File: src/rtl/hailstone_pkg.sv
// Shared types and status codes for the hailstone (Collatz) sequence engine.
package hailstone_pkg;

   typedef enum logic [0:0] {
      StIdle,
      StRun
   } state_e;

   localparam logic [1:0] ERR_OK    = 2'd0;
   localparam logic [1:0] ERR_ZERO  = 2'd1;
   localparam logic [1:0] ERR_OVF   = 2'd2;
   localparam logic [1:0] ERR_LIMIT = 2'd3;

endpackage

File: src/rtl/hailstone_next.sv
// Combinational next-term generator: n/2 for even n, 3n+1 for odd n, plus overflow flag.
module hailstone_next #(
   parameter int unsigned WIDTH = 16
) (
   input  logic [WIDTH-1:0] n_i,
   output logic [WIDTH-1:0] next_o,
   output logic             ovf_o
);

   // 3n+1 needs two guard bits: (2^W-1)*3+1 < 2^(W+2).
   logic [WIDTH+1:0] wide;
   logic [WIDTH+1:0] tripled;

   // Select halving or 3n+1; overflow only possible on the odd path.
   always_comb begin
      wide    = {2'b00, n_i};
      tripled = (wide << 1) + wide + (WIDTH+2)'(1);
      next_o  = n_i >> 1;
      ovf_o   = 1'b0;
      if (n_i[0]) begin
         next_o = tripled[WIDTH-1:0];
         ovf_o  = |tripled[WIDTH+1:WIDTH];
      end
   end

endmodule

File: src/rtl/hailstone_engine.sv
// Collatz sequence engine: accepts a start value, emits one term per clock and reports
// step count, peak term and termination status.
module hailstone_engine
   import hailstone_pkg::*;
#(
   parameter int unsigned WIDTH     = 16,
   parameter int unsigned CNT_WIDTH = 16,
   parameter int unsigned MAX_STEPS = 1000
) (
   input  logic                 clk_i,
   input  logic                 reset_i,
   input  logic                 start_i,
   input  logic [WIDTH-1:0]     n_in_i,
   output logic                 ready_o,
   output logic                 busy_o,
   output logic                 term_valid_o,
   output logic [WIDTH-1:0]     term_out_o,
   output logic                 done_o,
   output logic [CNT_WIDTH-1:0] steps_o,
   output logic [WIDTH-1:0]     peak_o,
   output logic                 err_o,
   output logic [1:0]           err_code_o
);

   state_e               state_q, state_d;
   logic [WIDTH-1:0]     term_q, term_d;
   logic [WIDTH-1:0]     peak_q, peak_d;
   logic [CNT_WIDTH-1:0] steps_q, steps_d;
   logic                 term_valid_q, term_valid_d;
   logic                 done_q, done_d;
   logic                 err_q, err_d;
   logic [1:0]           err_code_q, err_code_d;

   logic [WIDTH-1:0]     next_term;
   logic                 next_ovf;

   hailstone_next #(
      .WIDTH (WIDTH)
   ) u_next (
      .n_i    (term_q),
      .next_o (next_term),
      .ovf_o  (next_ovf)
   );

   // State and result registers with synchronous reset.
   always_ff @(posedge clk_i) begin
      if (reset_i) begin
         state_q      <= StIdle;
         term_q       <= '0;
         peak_q       <= '0;
         steps_q      <= '0;
         term_valid_q <= 1'b0;
         done_q       <= 1'b0;
         err_q        <= 1'b0;
         err_code_q   <= ERR_OK;
      end else begin
         state_q      <= state_d;
         term_q       <= term_d;
         peak_q       <= peak_d;
         steps_q      <= steps_d;
         term_valid_q <= term_valid_d;
         done_q       <= done_d;
         err_q        <= err_d;
         err_code_q   <= err_code_d;
      end
   end

   // Next-state logic; results hold by default, done/term_valid are single-cycle strobes.
   always_comb begin
      state_d      = state_q;
      term_d       = term_q;
      peak_d       = peak_q;
      steps_d      = steps_q;
      err_d        = err_q;
      err_code_d   = err_code_q;
      term_valid_d = 1'b0;
      done_d       = 1'b0;

      unique case (state_q)
         StIdle: begin
            if (start_i) begin
               term_d     = n_in_i;
               peak_d     = n_in_i;
               steps_d    = '0;
               err_d      = 1'b0;
               err_code_d = ERR_OK;
               if (n_in_i == '0) begin
                  err_d      = 1'b1;
                  err_code_d = ERR_ZERO;
                  done_d     = 1'b1;
               end else begin
                  term_valid_d = 1'b1;
                  state_d      = StRun;
               end
            end
         end
         StRun: begin
            if (term_q == WIDTH'(1)) begin
               done_d     = 1'b1;
               err_code_d = ERR_OK;
               state_d    = StIdle;
            end else if (steps_q == CNT_WIDTH'(MAX_STEPS)) begin
               done_d     = 1'b1;
               err_d      = 1'b1;
               err_code_d = ERR_LIMIT;
               state_d    = StIdle;
            end else if (next_ovf) begin
               // term_q keeps the last representable term.
               done_d     = 1'b1;
               err_d      = 1'b1;
               err_code_d = ERR_OVF;
               state_d    = StIdle;
            end else begin
               term_d       = next_term;
               steps_d      = steps_q + CNT_WIDTH'(1);
               term_valid_d = 1'b1;
               if (next_term > peak_q) begin
                  peak_d = next_term;
               end
            end
         end
         default: state_d = StIdle;
      endcase
   end

   assign ready_o      = (state_q == StIdle);
   assign busy_o       = (state_q != StIdle);
   assign term_valid_o = term_valid_q;
   assign term_out_o   = term_q;
   assign done_o       = done_q;
   assign steps_o      = steps_q;
   assign peak_o       = peak_q;
   assign err_o        = err_q;
   assign err_code_o   = err_code_q;

endmodule

File: config.mk
export PLATFORM = sky130hd
export DESIGN_NAME = hailstone_engine
export DESIGN_NICKNAME = d
export VERILOG_FILES = /design/src/rtl/hailstone_pkg.sv /design/src/rtl/hailstone_next.sv /design/src/rtl/hailstone_engine.sv
export SDC_FILE = /design/constraint.sdc
export NUM_CORES = 1
export LEC_CHECK = 0
export ABC_CLOCK_PERIOD_IN_PS = 9500
export BUFFER_PORTS_ARGS = -buffer_cell sky130_fd_sc_hd__buf_4
export CAP_MARGIN = 20
export CORE_MARGIN = 2
export CORE_UTILIZATION = 60
export DETAILED_ROUTE_END_ITERATION = 10
export PLACE_DENSITY = 0.91
export SLEW_MARGIN = 20
export SYNTH_ARGS = -nofsm -noshare
export SYNTH_HDL_FRONTEND = slang
export SYNTH_SLANG_ARGS = --single-unit
File: constraint.sdc
create_clock -name clk_i -period 9.5 [get_ports clk_i]
set_input_delay 0.95 -clock clk_i [delete_from_list [all_inputs] [get_ports clk_i]]
set_output_delay 0.95 -clock clk_i [all_outputs]
set_load 0.005 [all_outputs]
Word-level counts from Yosys, hierarchy flattened
Index checks and enable logic that the tools add are counted.
Storage, ports and cells
  register bits after elaboration: 53
  input port bits: 19
  output and inout port bits: 55
  logic and storage cells: 67
Operators by class
  $add $sub $neg: 3
  magnitude comparators: 1
  eq/ne operators: 9
  multiplexer cells: 40
  bitwise logic cells: 1
  reduce and logical (&&, ||, !) cells: 6
Operators with widths (count)
  16-bit 2-to-1 mux: 13
  16-bit one-hot mux with 2 select lines: 3
  17-bit by 16-bit adder with 18-bit output: 1
  18-bit by 1-bit adder with 18-bit output (second input constant): 1
  16-bit by 1-bit adder with 16-bit output (second input constant): 1
  16-bit by 1-bit equality test with 1-bit output (second input constant): 1
  16-bit by 10-bit equality test with 1-bit output (second input constant): 1
  16-bit > comparator: 1
  16-bit logical NOT: 1
  1-bit 2-to-1 mux: 16
  2-bit 2-to-1 mux: 4
  2-bit != test (second input constant): 4
  1-bit one-hot mux with 2 select lines: 3
  5-bit AND reduction: 1
  4-bit by 1-bit != test with 1-bit output (second input constant): 1
  2-bit one-hot mux with 2 select lines: 1
  4-bit AND reduction: 1
  3-bit by 1-bit != test with 1-bit output (second input constant): 1
  3-bit AND reduction: 1
  2-bit by 1-bit != test with 1-bit output (second input constant): 1
  2-bit AND reduction: 1
  2-bit OR reduction: 1
  1-bit inverter: 1

Logic depth before layout (Yosys ltp)
Gate-level depths: netlist (run 1).
  depth in word-level cells: 9
  mapped depth: 20
  depth with buffers taken out: 18

Modules after synthesis
A second synthesis (run 1) with hierarchy kept.
Second synthesis, totals
  cells, all modules: 467
  area, all modules: 3986.3 um2
Modules (own cells, without submodules)
  hailstone_engine: instances 1, cells an instance 314, area each 2815.2 um2, seq. area each 1061.0 um2
  hailstone_next: instances 1, cells an instance 153, area each 1171.1 um2, seq. area each 0.0 um2

Least setup slack after synthesis (run 1)
OpenSTA, ideal clock, no wires.
  path type: register to register
  from: reg term_q[2], in the netlist term_out_o[2]
  to: reg peak_q[10], in the netlist peak_o[10]
  setup time: 0.116 ns
  data arrival time: 3.758 ns
  required time: 9.384 ns
  setup slack: 5.626 ns
  stages on the path, launching flop included: 21
  buffers on the path: 2
  period minus slack after synthesis: 3.874 ns
  cells stage by stage: dfxtp_1 inv_1 ha_1 a21oi_1 nand2_1 a31oi_1 o21ai_0 xor2_1 mux2i_1 inv_1 ha_1 a21o_1 a21o_1 a21o_1 a211oi_1 o21ai_0 a21o_1 and3_1 buf_2 buf_2 a31o_2
On the way
  cells in the longest elaborated chain, start to end: 8
  elaborated cells between the ends (all ways): 16
  those cells by class: add/sub (2); order compare (1); eq/ne (4); mux (7); reduce/logical (2)
Ends and longest elaborated chain
  start, declared: RTL line hailstone_engine.sv:26  | logic [WIDTH-1:0] term_q, term_d;
  start signal, assigned: RTL line hailstone_engine.sv:58  | term_q <= term_d;
  branches (longest 8 deep; another with 17-bit by 16-bit adder with 18-bit output)
  end signal, assigned: RTL line hailstone_engine.sv:59  | peak_q <= peak_d;
  end, declared: RTL line hailstone_engine.sv:27  | logic [WIDTH-1:0] peak_q, peak_d;
Several ways; the timed one is not identified. The select of a mux whose other input is x is not followed.
A chain may end at the register's enable or synchronous reset.

Worst setup path after layout (run 1)
  from: reg term_q[0], in the netlist term_out_o[0]
  to: reg peak_q[7], in the netlist peak_o[7]
The elaborated chain is that of the path after synthesis.

==> results.cfg, run 1 <==
[grt]
grt_pass1_vias = 3840
grt_start_max_net_pins = 50
grt-ovfl-total = 0
use_met3_pct = 3.033
grt_use_met1_pct = 46.32
antenna_found_initial = 0
grt_use_total_pct = 31.02
grt_busiest_layer = met2
met2_usage_pct = 47.54
grt_pass1_wl_mm = 18.80

[yosys]
ys_seq_elements = 53
syn-num-nets = 597
yosysWarnings = 0
synthXorXnorAreaFrac_pct = 2.548
async_reset_ff_share_pct = 0
syn_avg_cell_area_um2 = 7.740
ys_types = 58
synth_compound_area_share_pct = 25.99
ys.flop_type = dfxtp_1
synthMuxAreaShare_pct = 4.944
synth_edf_count = 0
yosysSeqAreaShare_pct = 25.72
syn_area_mm2 = 0.004125
syn_inst = 533
synthAdderAreaFrac_pct = 13.83
synth_top_family_by_area = compound AO/OA/AOI/OAI gates
synthSimpleGateAreaFrac_pct = 19.38

[detailed_routing]
drt_iter0_drc = 415
dr.pass1.iters = 5
wire_per_inst_um = 17.76
drc = 0
postRouteAntennaNets = 0
avgViaCountPerCell = 6.331
num_vias = 4223
drt_wl_total_mm = 11.84

[power]
powerDensity_mw_per_mm2 = 231.4
netSwitchingFraction_pct = 46.07
leakage_nw = 2.117
p_int_mw = 0.5919
power_frac_comb_pct = 58.8
p_sw_mw = 0.5056
pwr-share-seq_pct = 30.0
vdd_drop_max_v = 0.0001654
p_clk_share_pct = 11.3

[sta]
slew_violations = 0
setup_ws_ns = 4.946
skew_ns = 0.004404
fin_setup_tns_ns = 0
finalCriticalPeriod_ns = 4.554
timing.hold.ws_ns = 0.4945
fmax_mhz = 219.6
hold_viol = 0
setup_viol = 0
maxSlewHeadroom_pct = 39.02
fin_crit_sh_pct = 47.94
worst_slew_pin_slew_ns = 0.9114
rsz0062_at_grt = false

[placement]
dpl.cell_count = 659
gp_congestion = 0.9318
port_buffers = 73
hpwl_mm = 9.012
place_ws_ns = 4.618

[cells_and_area]
regArea_mm2 = 0.001062
finalNetCount = 650
stdcell_count = 667
multi_input_area_mm2 = 0.002751
layout_commonest_cell = buf_4
fillers = 552
layout.cells.most_common_list = 74 x buf_4, 54 x nand2_1, 52 x dfxtp_1
syn_to_final_growth_pct = 14.98
diodes = 0
drive_gt1_share_pct = 17.21

[cts]
clkTransAtPathRegs_ns = 0.09
cts-root-buf = clkbuf_8
cts-resized-gates = 0
htreeDepth = 2
cts_buffers = 5
post_cts_buffers = 0
clock_latency_ns = 0.30
tritoncts = yes
cts_buffer_depth = 2
ctsHoldBuffers = 0
cts.sinks = 53

[floorplan]
fp-row-count = 30
initial_core_util_pct = 61.40
dieArea_mm2 = 0.007554
die_y_um = 86.92
coreArea_mm2 = 0.006719
ios = 74
die_width_um = 86.92

[setup_path]
timing.setup.critical_path_class = reg2reg
path_max_fanout = 28
worstSetupEndpointType = register
cp.required_ns = 9.70
r2r-end = peak_o[7]$_SDFFE_PP0P_
rrSetupSlack_ns = 4.95
critPathArrivalTime_ns = 4.75
crit_start = term_out_o[0]$_SDFFE_PP0P_
reg2regPathDepth = 17
start_kind = register
regToRegStartpoint = term_out_o[0]$_SDFFE_PP0P_

[worst_hold_path]
min_path_type = reg2reg
min_path_cells = 2
hp-start = steps_o[9]$_SDFFE_PP0P_
holdPathEnd = steps_o[9]$_SDFFE_PP0P_

[run]
max_cap_viol_count = 0

[outcome]
outcome = complete, no violations
-- worst max-delay path, stage by stage, from the launching register on --
cell and delay (ns):
dfxtp_2 0.71, inv_1 0.28, ha_1 0.35, nand4b_1 0.21
o211ai_2 0.12, a21oi_1 0.11, xnor2_1 0.13, mux2i_1 0.20
inv_1 0.07, ha_1 0.30, a21o_1 0.16, a21o_1 0.17
a21o_1 0.17, a211oi_1 0.20, o21ai_0 0.13, a21o_1 0.35
and3_1 0.44, a31o_2 0.33
-- sequential cells by signal, summed over array words and instances (netlist names) --
name / flops
peak_o: 16
steps_o: 16
term_out_o: 16
err_code_o: 2
done_o: 1
err_o: 1
term_valid_o: 1
-- stage by stage --
stage                     power, mW  util [%]  instance area, um^2
after floorplan              0.7611         -                 4125
after global routing          1.180     70.60                 4743
after detailed placement     0.9578     69.35                 4659
after CTS                     1.083     70.58                 4742
final                         1.097     70.60                 4743
after global placement       0.9332     69.35                 4659
-- how the worst max path moves through the flow --
| stage | end | slack (ns) | cells after the start |
|---|---|---|---|
| 2_1_floorplan | peak_o[10]$_SDFFE_PP0P_ | 5.63 | 20 |
| 3_3_place_gp | peak_o[2]$_SDFFE_PP0P_ | 4.76 | 17 |
| 3_5_place_dp | peak_o[7]$_SDFFE_PP0P_ | 4.62 | 17 |
| 4_1_cts | peak_o[7]$_SDFFE_PP0P_ | 4.59 | 17 |
| 5_1_grt | peak_o[2]$_SDFFE_PP0P_ | 4.59 | 17 |
| 6_report | peak_o[7]$_SDFFE_PP0P_ | 4.95 | 17 |
-- metal layers --
layer | part of all wire (%) | wire (um) | vias up
met2 | 46 | 5470 | 191
li1 | - | - | 2038
met4 | 1.8 | 216 | 0
met5 | 0 | 0 | -
met3 | 7.3 | 870 | 19
met1 | 45 | 5286 | 1975
-- area by class of cell --
class                           instances  share of cell area [%]
Multi-Input combinational cell        401                   58.01
Sequential cell                        53                   22.40
Timing Repair Buffer                   74                   11.71
Inverter                               51                   4.036
Tap cell                               80                   2.110
Clock buffer                            6                   1.530
Clock inverter                          2                  0.2110
-- power groups by stage --
stage	registers, mW	clock network [mW]	logic (mW)
2_1_floorplan	0.316	0	0.445
3_3_place_gp	0.330	0	0.604
3_5_place_dp	0.331	0	0.627
4_1_cts	0.326	0.125	0.632
5_1_grt	0.336	0.133	0.712
6_report	0.329	0.124	0.645
-- cells by family (layout without fill, tap and decap cells) --
group,Yosys count,count (layout)
fa+ha+maj,45,45
flops,53,53
compound gates,158,158
mux,20,20
buf+inv,79,133
xor+xnor,12,12
simple gates,166,166
-- cells in the mapped netlist, types with 3 or more instances --
cell,n,area (um^2)
and3_1,7,43.79
mux2i_1,17,170.2
a311oi_1,10,87.58
o211ai_1,6,45.04
buf_2,4,20.02
or3_1,5,31.28
o21ai_0,18,90.09
o311ai_0,3,26.28
xnor2_1,5,43.79
buf_1,3,11.26
nand3b_1,3,22.52
clkbuf_1,19,71.32
nand2_1,54,202.7
nor2_1,38,142.6
a31oi_1,14,87.58
nor4_1,5,31.28
dfxtp_1,53,1061
a21oi_1,44,220.2
a31o_2,10,87.58
a211o_1,7,61.31
a21o_1,10,75.07
xor2_1,7,61.31
o21ai_1,3,15.01
nor2b_1,4,25.02
mux2_2,3,33.78
nand3_1,15,75.07
ha_1,44,550.5
nand4_1,8,50.05
nor3b_1,4,30.03
nor3_1,14,70.07
a211oi_1,14,105.1
inv_1,51,191.4
No activity file was read; power rests on OpenSTA's default activity.
==> run 2: changes to the inputs <==
Settings changed: ABC_AREA from default to 1, ABC_CLOCK_PERIOD_IN_PS 9500 to 4750, CORE_UTILIZATION 60 to 58, PLACE_DENSITY 0.91 to 0.88.
Clock period 9.5 ns to 4.75 ns, I/O delays scaled along.
==> run 2 against run 1 <==
Cell area increased by 11%. First-iteration DRC count decreased by 19%. Die area increased by 15%. Count of clock-buffer cells in the layout decreased by 1. Combinational power increased by 18%. Clock power increased by 110%. Non-clock buffer count increased by 2. Core utilization decreased by 2.3 points. Routed wire length increased by 8.2%. Critical path type unchanged. Critical endpoint unchanged.
==> results.cfg, run 2 <==
[outcome]
outcome = complete, no violations

[detailed_routing]
drt_wl_total_mm = 12.81
wire_per_inst_um = 13.58
drt_iter0_drc = 336
dr.pass1.iters = 5
drc = 0
num_vias = 5082
postRouteAntennaNets = 0
avgViaCountPerCell = 5.389

[cts]
htreeDepth = 2
cts.sinks = 53
cts_buffer_depth = 2
clkTransAtPathRegs_ns = 0.10
tritoncts = yes
clock_latency_ns = 0.31
cts-root-buf = clkbuf_8
post_cts_buffers = 0
cts_buffers = 5

[grt]
grt_pass1_wl_mm = 21.42
grt_use_total_pct = 30.25
grt_start_max_net_pins = 44
antenna_found_initial = 0
grt_busiest_layer = met2
grt_use_met1_pct = 36.55
grt-ovfl-total = 0
grt_pass1_vias = 4740
use_met3_pct = 4.190
met2_usage_pct = 53.78

[cells_and_area]
final_core_utilization_pct = 68.26
syn_to_final_growth_pct = 14.07
layout_commonest_cell = nand2_1
drive_gt1_share_pct = 12.01
layout.cells.most_common_list = 242 x nand2_1, 127 x inv_1, 103 x nor2_1
diodes = 0
finalNetCount = 904
fillers = 727

[sta]
finalCriticalPeriod_ns = 4.135
maxSlewHeadroom_pct = 32.48
timing.hold.ws_ns = 0.4665
fmax_mhz = 241.8
rsz0062_at_grt = false
slew_violations = 0
fin_crit_sh_pct = 87.06
worst_slew_pin_slew_ns = 1.006
skew_ns = 0.008538
fin_setup_tns_ns = 0
setup_viol = 0
hold_viol = 0

[setup_path]
crit_buf_inv = 2
reg2regPathDepth = 22
regToRegStartpoint = term_out_o[0]$_SDFFE_PP0P_
timing.setup.critical_path_class = reg2reg
path_cells = inv_1 -> ha_1 -> inv_1 -> nand2_1 -> nor2_1 -> nand2_1 -> nand3_1 -> nand3_1 -> nand2_1 -> nand2_1 -> nand3_1 -> o21ai_0 -> ha_1 -> nand3_1 -> nor3_1 -> nand2_1 -> nand2_1 -> nand2_1 -> nand2_1 -> nand3_2 -> a21oi_1 -> nor2_1
cp_top_family = simple AND/OR/NAND/NOR gates
r2r-end = peak_o[7]$_SDFFE_PP0P_
slowest_stage = dfxtp_1
cp.depth = 22
path_max_fanout = 20
rrSetupSlack_ns = 0.61
max_stage_delay_ns = 0.58
critPathMostFrequentCell = nand2_1
cp.required_ns = 4.95
critPathArrivalTime_ns = 4.34
start_kind = register
worstSetupEndpointType = register

[yosys]
ys_seq_elements = 53
synth_compound_area_share_pct = 8.225
synth_top_area_cell = dfxtp_1
synth_top_family_by_area = simple AND/OR/NAND/NOR gates
synthXorXnorAreaFrac_pct = 1.326
yosys.area.top_type_share_pct = 22.94
syn_avg_cell_area_um2 = 5.906
synth_area_leaders = dfxtp_1 23%, nand2_1 20%, ha_1 12%
synth_edf_count = 0
syn_area_mm2 = 0.004624
synthSimpleGateAreaFrac_pct = 41.40
async_reset_ff_share_pct = 0
ys_types = 36
synthAdderAreaFrac_pct = 12.34
yosysMostFrequentCell = nand2_1
syn-num-nets = 847
yosysSeqAreaShare_pct = 22.94
ys.flop_type = dfxtp_1
yosysWarnings = 0
synthTopCellsByCount = 242 x nand2_1, 127 x inv_1, 103 x nor2_1, 53 x dfxtp_1, 44 x ha_1
synthMuxAreaShare_pct = 0.2165
syn_inst = 783

[placement]
hpwl_mm = 9.972
port_buffers = 73
gp_congestion = 0.9757

[power]
leakage_nw = 2.876
total_power_mw = 1.593
powerDensity_mw_per_mm2 = 302.1
vdd_drop_max_v = 0.0001517

[floorplan]
die_y_um = 93.29
fp-row-count = 32
initial_core_util_pct = 59.84
coreArea_mm2 = 0.007727
die_width_um = 93.29
ios = 74
dieArea_mm2 = 0.008703

[run]
max_cap_viol_count = 0

[worst_hold_path]
min_path_cells = 2
min_path_type = in2reg
holdPathEnd = err_code_o[1]$_SDFFE_PP0P_
hp-start = reset_i
==> run 2: power breakdown <==
| group | switching, mW | internal, mW | leakage, nW |
|---|---|---|---|
| sequential | 0.0658 | 0.499 | 0.437 |
| combinational | 0.464 | 0.299 | 2.39 |
| clock | 0.161 | 0.105 | 0.0445 |
==> run 2: per-stage QoR <==
stage | instance area, um^2 | instances | worst slack, ns
final | 5275 | 943 | 0.6149
after global routing | 5275 | 943 | 0.2066
after CTS | 5270 | 943 | 0.4395
after detailed placement | 5180 | 935 | 0.4586
after global placement | 5180 | 935 | 0.6821
after floorplan | 4624 | 783 | 1.522
==> run 2: layer usage <==
metal | part of all wire (%) | up-vias
li1 | - | 2556
met1 | 41 | 2288
met2 | 49 | 205
met3 | 6.9 | 33
met4 | 3.1 | 0
met5 | 0 | -
==> run 2: worst reg2reg max path, delay by kind of cell (launching register included) <==
family                   cells  cell delay, ns
AO/OA/AOI/OAI                2            0.40
adder cells (fa/ha/maj)      2            0.66
buffers and inverters        2            0.33
flip-flops                   1            0.58
AND/OR/NAND/NOR             16            2.08
==> run 2: kinds of logic after synthesis <==
logic type	Yosys count
flops	53
fa+ha+maj	45
compound gates	72
mux	1
simple gates	450
buf+inv	155
xor+xnor	7
==> run 2: final cells by class <==
type                    count  area (um^2)  share of cell area, %
clock inverters             3        21.27                 0.4032
flip-flops and latches     53         1061                  20.11
repair buffers             76        570.5                  10.82
multi-input cells         575         2942                  55.76
well taps                 102        127.6                  2.419
clock buffers               5        68.82                  1.305
inverters                 129        484.2                  9.179
==> run 2: what timing repair did <==
item / 4_1_cts / 5_1_grt
setup endpoints to repair: 0 / 6
gates resized for setup: 0 / 1
hold buffers: 0 / 0
==> run 2: worst max path at each step <==
stage	from	endpoint	slack, ns
6_report	term_out_o[0]$_SDFFE_PP0P_	peak_o[7]$_SDFFE_PP0P_	0.61
5_1_grt	term_out_o[0]$_SDFFE_PP0P_	peak_o[11]$_SDFFE_PP0P_	0.21
4_1_cts	term_out_o[0]$_SDFFE_PP0P_	peak_o[7]$_SDFFE_PP0P_	0.44
3_5_place_dp	term_out_o[0]$_SDFFE_PP0P_	peak_o[7]$_SDFFE_PP0P_	0.46
3_3_place_gp	term_out_o[0]$_SDFFE_PP0P_	peak_o[7]$_SDFFE_PP0P_	0.68
2_1_floorplan	term_out_o[0]$_SDFFE_PP0P_	peak_o[8]$_SDFFE_PP0P_	1.52
==> run 3: changes to the inputs <==
Settings changed: CORE_UTILIZATION 58 to 59, CTS_BUF_LIST from default to sky130_fd_sc_hd__clkbuf_8, PLACE_DENSITY 0.88 to 0.89.
==> run 3 against run 2 <==
Critical path depth up 1. Critical path type unchanged. Global-route usage up 0.73 points. Largest cell class unchanged. Power down 0.18%.
==> results.cfg, run 3 (synthesis results as in run 2) <==
[outcome]
outcome = complete, no violations

[cells_and_area]
layout_commonest_cell = nand2_1
drive_gt1_share_pct = 11.79
final_core_utilization_pct = 68.93
stdcell_count = 942
fin_area_mm2 = 0.005271
layout.cells.most_common_list = 242 x nand2_1, 128 x inv_1, 103 x nor2_1
diodes = 0
finalNetCount = 904
syn_to_final_growth_pct = 13.99

[run]
max_cap_viol_count = 0

[setup_path]
path_cells = inv_1 -> ha_1 -> inv_1 -> nand2_1 -> nor2_1 -> nand2_1 -> nand3_1 -> nand3_1 -> nand2_1 -> nand2_1 -> nand3_1 -> o21ai_0 -> ha_1 -> nand3_1 -> nor3_1 -> nand2_1 -> nand2_1 -> nand2_1 -> nand2_1 -> nand3_2 -> nand2_1 -> nand2_1 -> nor2_1
regToRegStartpoint = term_out_o[0]$_SDFFE_PP0P_
cp.required_ns = 4.99
max_stage_delay_ns = 0.56
timing.setup.critical_path_class = reg2reg
start_kind = register
slowest_stage = dfxtp_1
path_max_fanout = 20
crit_buf_inv = 2
r2r-end = peak_o[11]$_SDFFE_PP0P_
critPathArrivalTime_ns = 4.27
reg2regPathDepth = 23
cp_top_family = simple AND/OR/NAND/NOR gates
worstSetupEndpointType = register
critPathMostFrequentCell = nand2_1
rrSetupSlack_ns = 0.72

[grt]
grt_pass1_vias = 4769
antenna_found_initial = 0
grt_pass1_wl_mm = 21.61
grt_use_total_pct = 30.98
grt-ovfl-total = 0
grt_start_max_net_pins = 44

[cts]
cts_buffers = 5
clock_latency_ns = 0.31
ctsHoldBuffers = 0
cts.sinks = 53
tritoncts = yes
clkTransAtPathRegs_ns = 0.09
htreeDepth = 2
cts_buffer_depth = 2
cts-root-buf = clkbuf_8

[sta]
timing.hold.ws_ns = 0.4711
fmax_mhz = 248.1
maxSlewHeadroom_pct = 33.32
finalCriticalPeriod_ns = 4.031
fin_crit_sh_pct = 84.87
hold_viol = 0
rsz0062_at_grt = false
skew_ns = 0.006598
slew_violations = 0
setup_viol = 0
worst_slew_pin_slew_ns = 0.9935
setup_ws_ns = 0.7187
fin_setup_tns_ns = 0

[power]
vdd_drop_max_v = 0.0001988
total_power_mw = 1.591
powerDensity_mw_per_mm2 = 301.8
leakage_nw = 2.880

[floorplan]
die_width_um = 92.53
fp-row-count = 32
ios = 74
die_y_um = 92.53
dieArea_mm2 = 0.008562
initial_core_util_pct = 60.47
coreArea_mm2 = 0.007647

[placement]
port_buffers = 73
hpwl_mm = 10.02
placed_area_mm2 = 0.005180
dpl.cell_count = 935
place_ws_ns = 0.5238
gp_congestion = 0.9366

[worst_hold_path]
holdPathEnd = err_code_o[0]$_SDFFE_PP0P_
min_path_type = reg2reg
min_path_cells = 2
hp-start = err_code_o[0]$_SDFFE_PP0P_

[detailed_routing]
dr.pass1.iters = 5
wire_per_inst_um = 13.53
drt_iter0_drc = 336
drt_wl_total_mm = 12.75
avgViaCountPerCell = 5.479
postRouteAntennaNets = 0
drc = 0
num_vias = 5161
-- run 3: changes by cell type in the layout (fill, tap and decap cells not counted), sizes merged --
cell and delta:
clkbuf +1, clkinvlp -1, clkinv -1
-- run 3: what timing repair did --
item / CTS / global route
setup endpoints to repair: 0 / 3
setup buffers: 0 / 0
resized for setup: 0 / 1
-- run 3: worst max-delay path by stage --
stage | start | endpoint | depth (start not counted)
after floorplan | term_out_o[0]$_SDFFE_PP0P_ | peak_o[8]$_SDFFE_PP0P_ | 24
after CTS | term_out_o[0]$_SDFFE_PP0P_ | peak_o[11]$_SDFFE_PP0P_ | 23
after global routing | term_out_o[10]$_SDFFE_PP0P_ | peak_o[11]$_SDFFE_PP0P_ | 23
after detailed placement | term_out_o[0]$_SDFFE_PP0P_ | peak_o[11]$_SDFFE_PP0P_ | 23
after global placement | term_out_o[0]$_SDFFE_PP0P_ | peak_o[7]$_SDFFE_PP0P_ | 22
final | term_out_o[0]$_SDFFE_PP0P_ | peak_o[11]$_SDFFE_PP0P_ | 23
-- run 3: final cells by class --
type	instances	area, um^2
Clock buffer	6	82.58
Clock inverter	1	3.754
Fill cell	693	2376
Inverter	129	484.2
Multi-Input combinational cell	575	2942
Sequential cell	53	1061
Tap cell	102	127.6
Timing Repair Buffer	76	570.5
-- run 3: where the power goes --
group	switching (mW)	total, mW	internal (mW)
Sequential	0.0655	0.565	0.499
Clock	0.147	0.261	0.114
Combinational	0.466	0.765	0.300
Total	0.678	1.59	0.913
-- run 3: routing by layer --
metal	vias up	share of wire, %	global-route usage [%]
li1	2566	-	-
met1	2372	41	36.65
met2	193	50	57.30
met3	30	6.7	4.068
met4	0	2.6	10.45
met5	-	0	0
-- run 3: worst min-delay path: stages, from the launching register on --
cell and delay [ns]:
dfxtp_1 0.32, nand2_1 0.06, a21oi_1 0.05
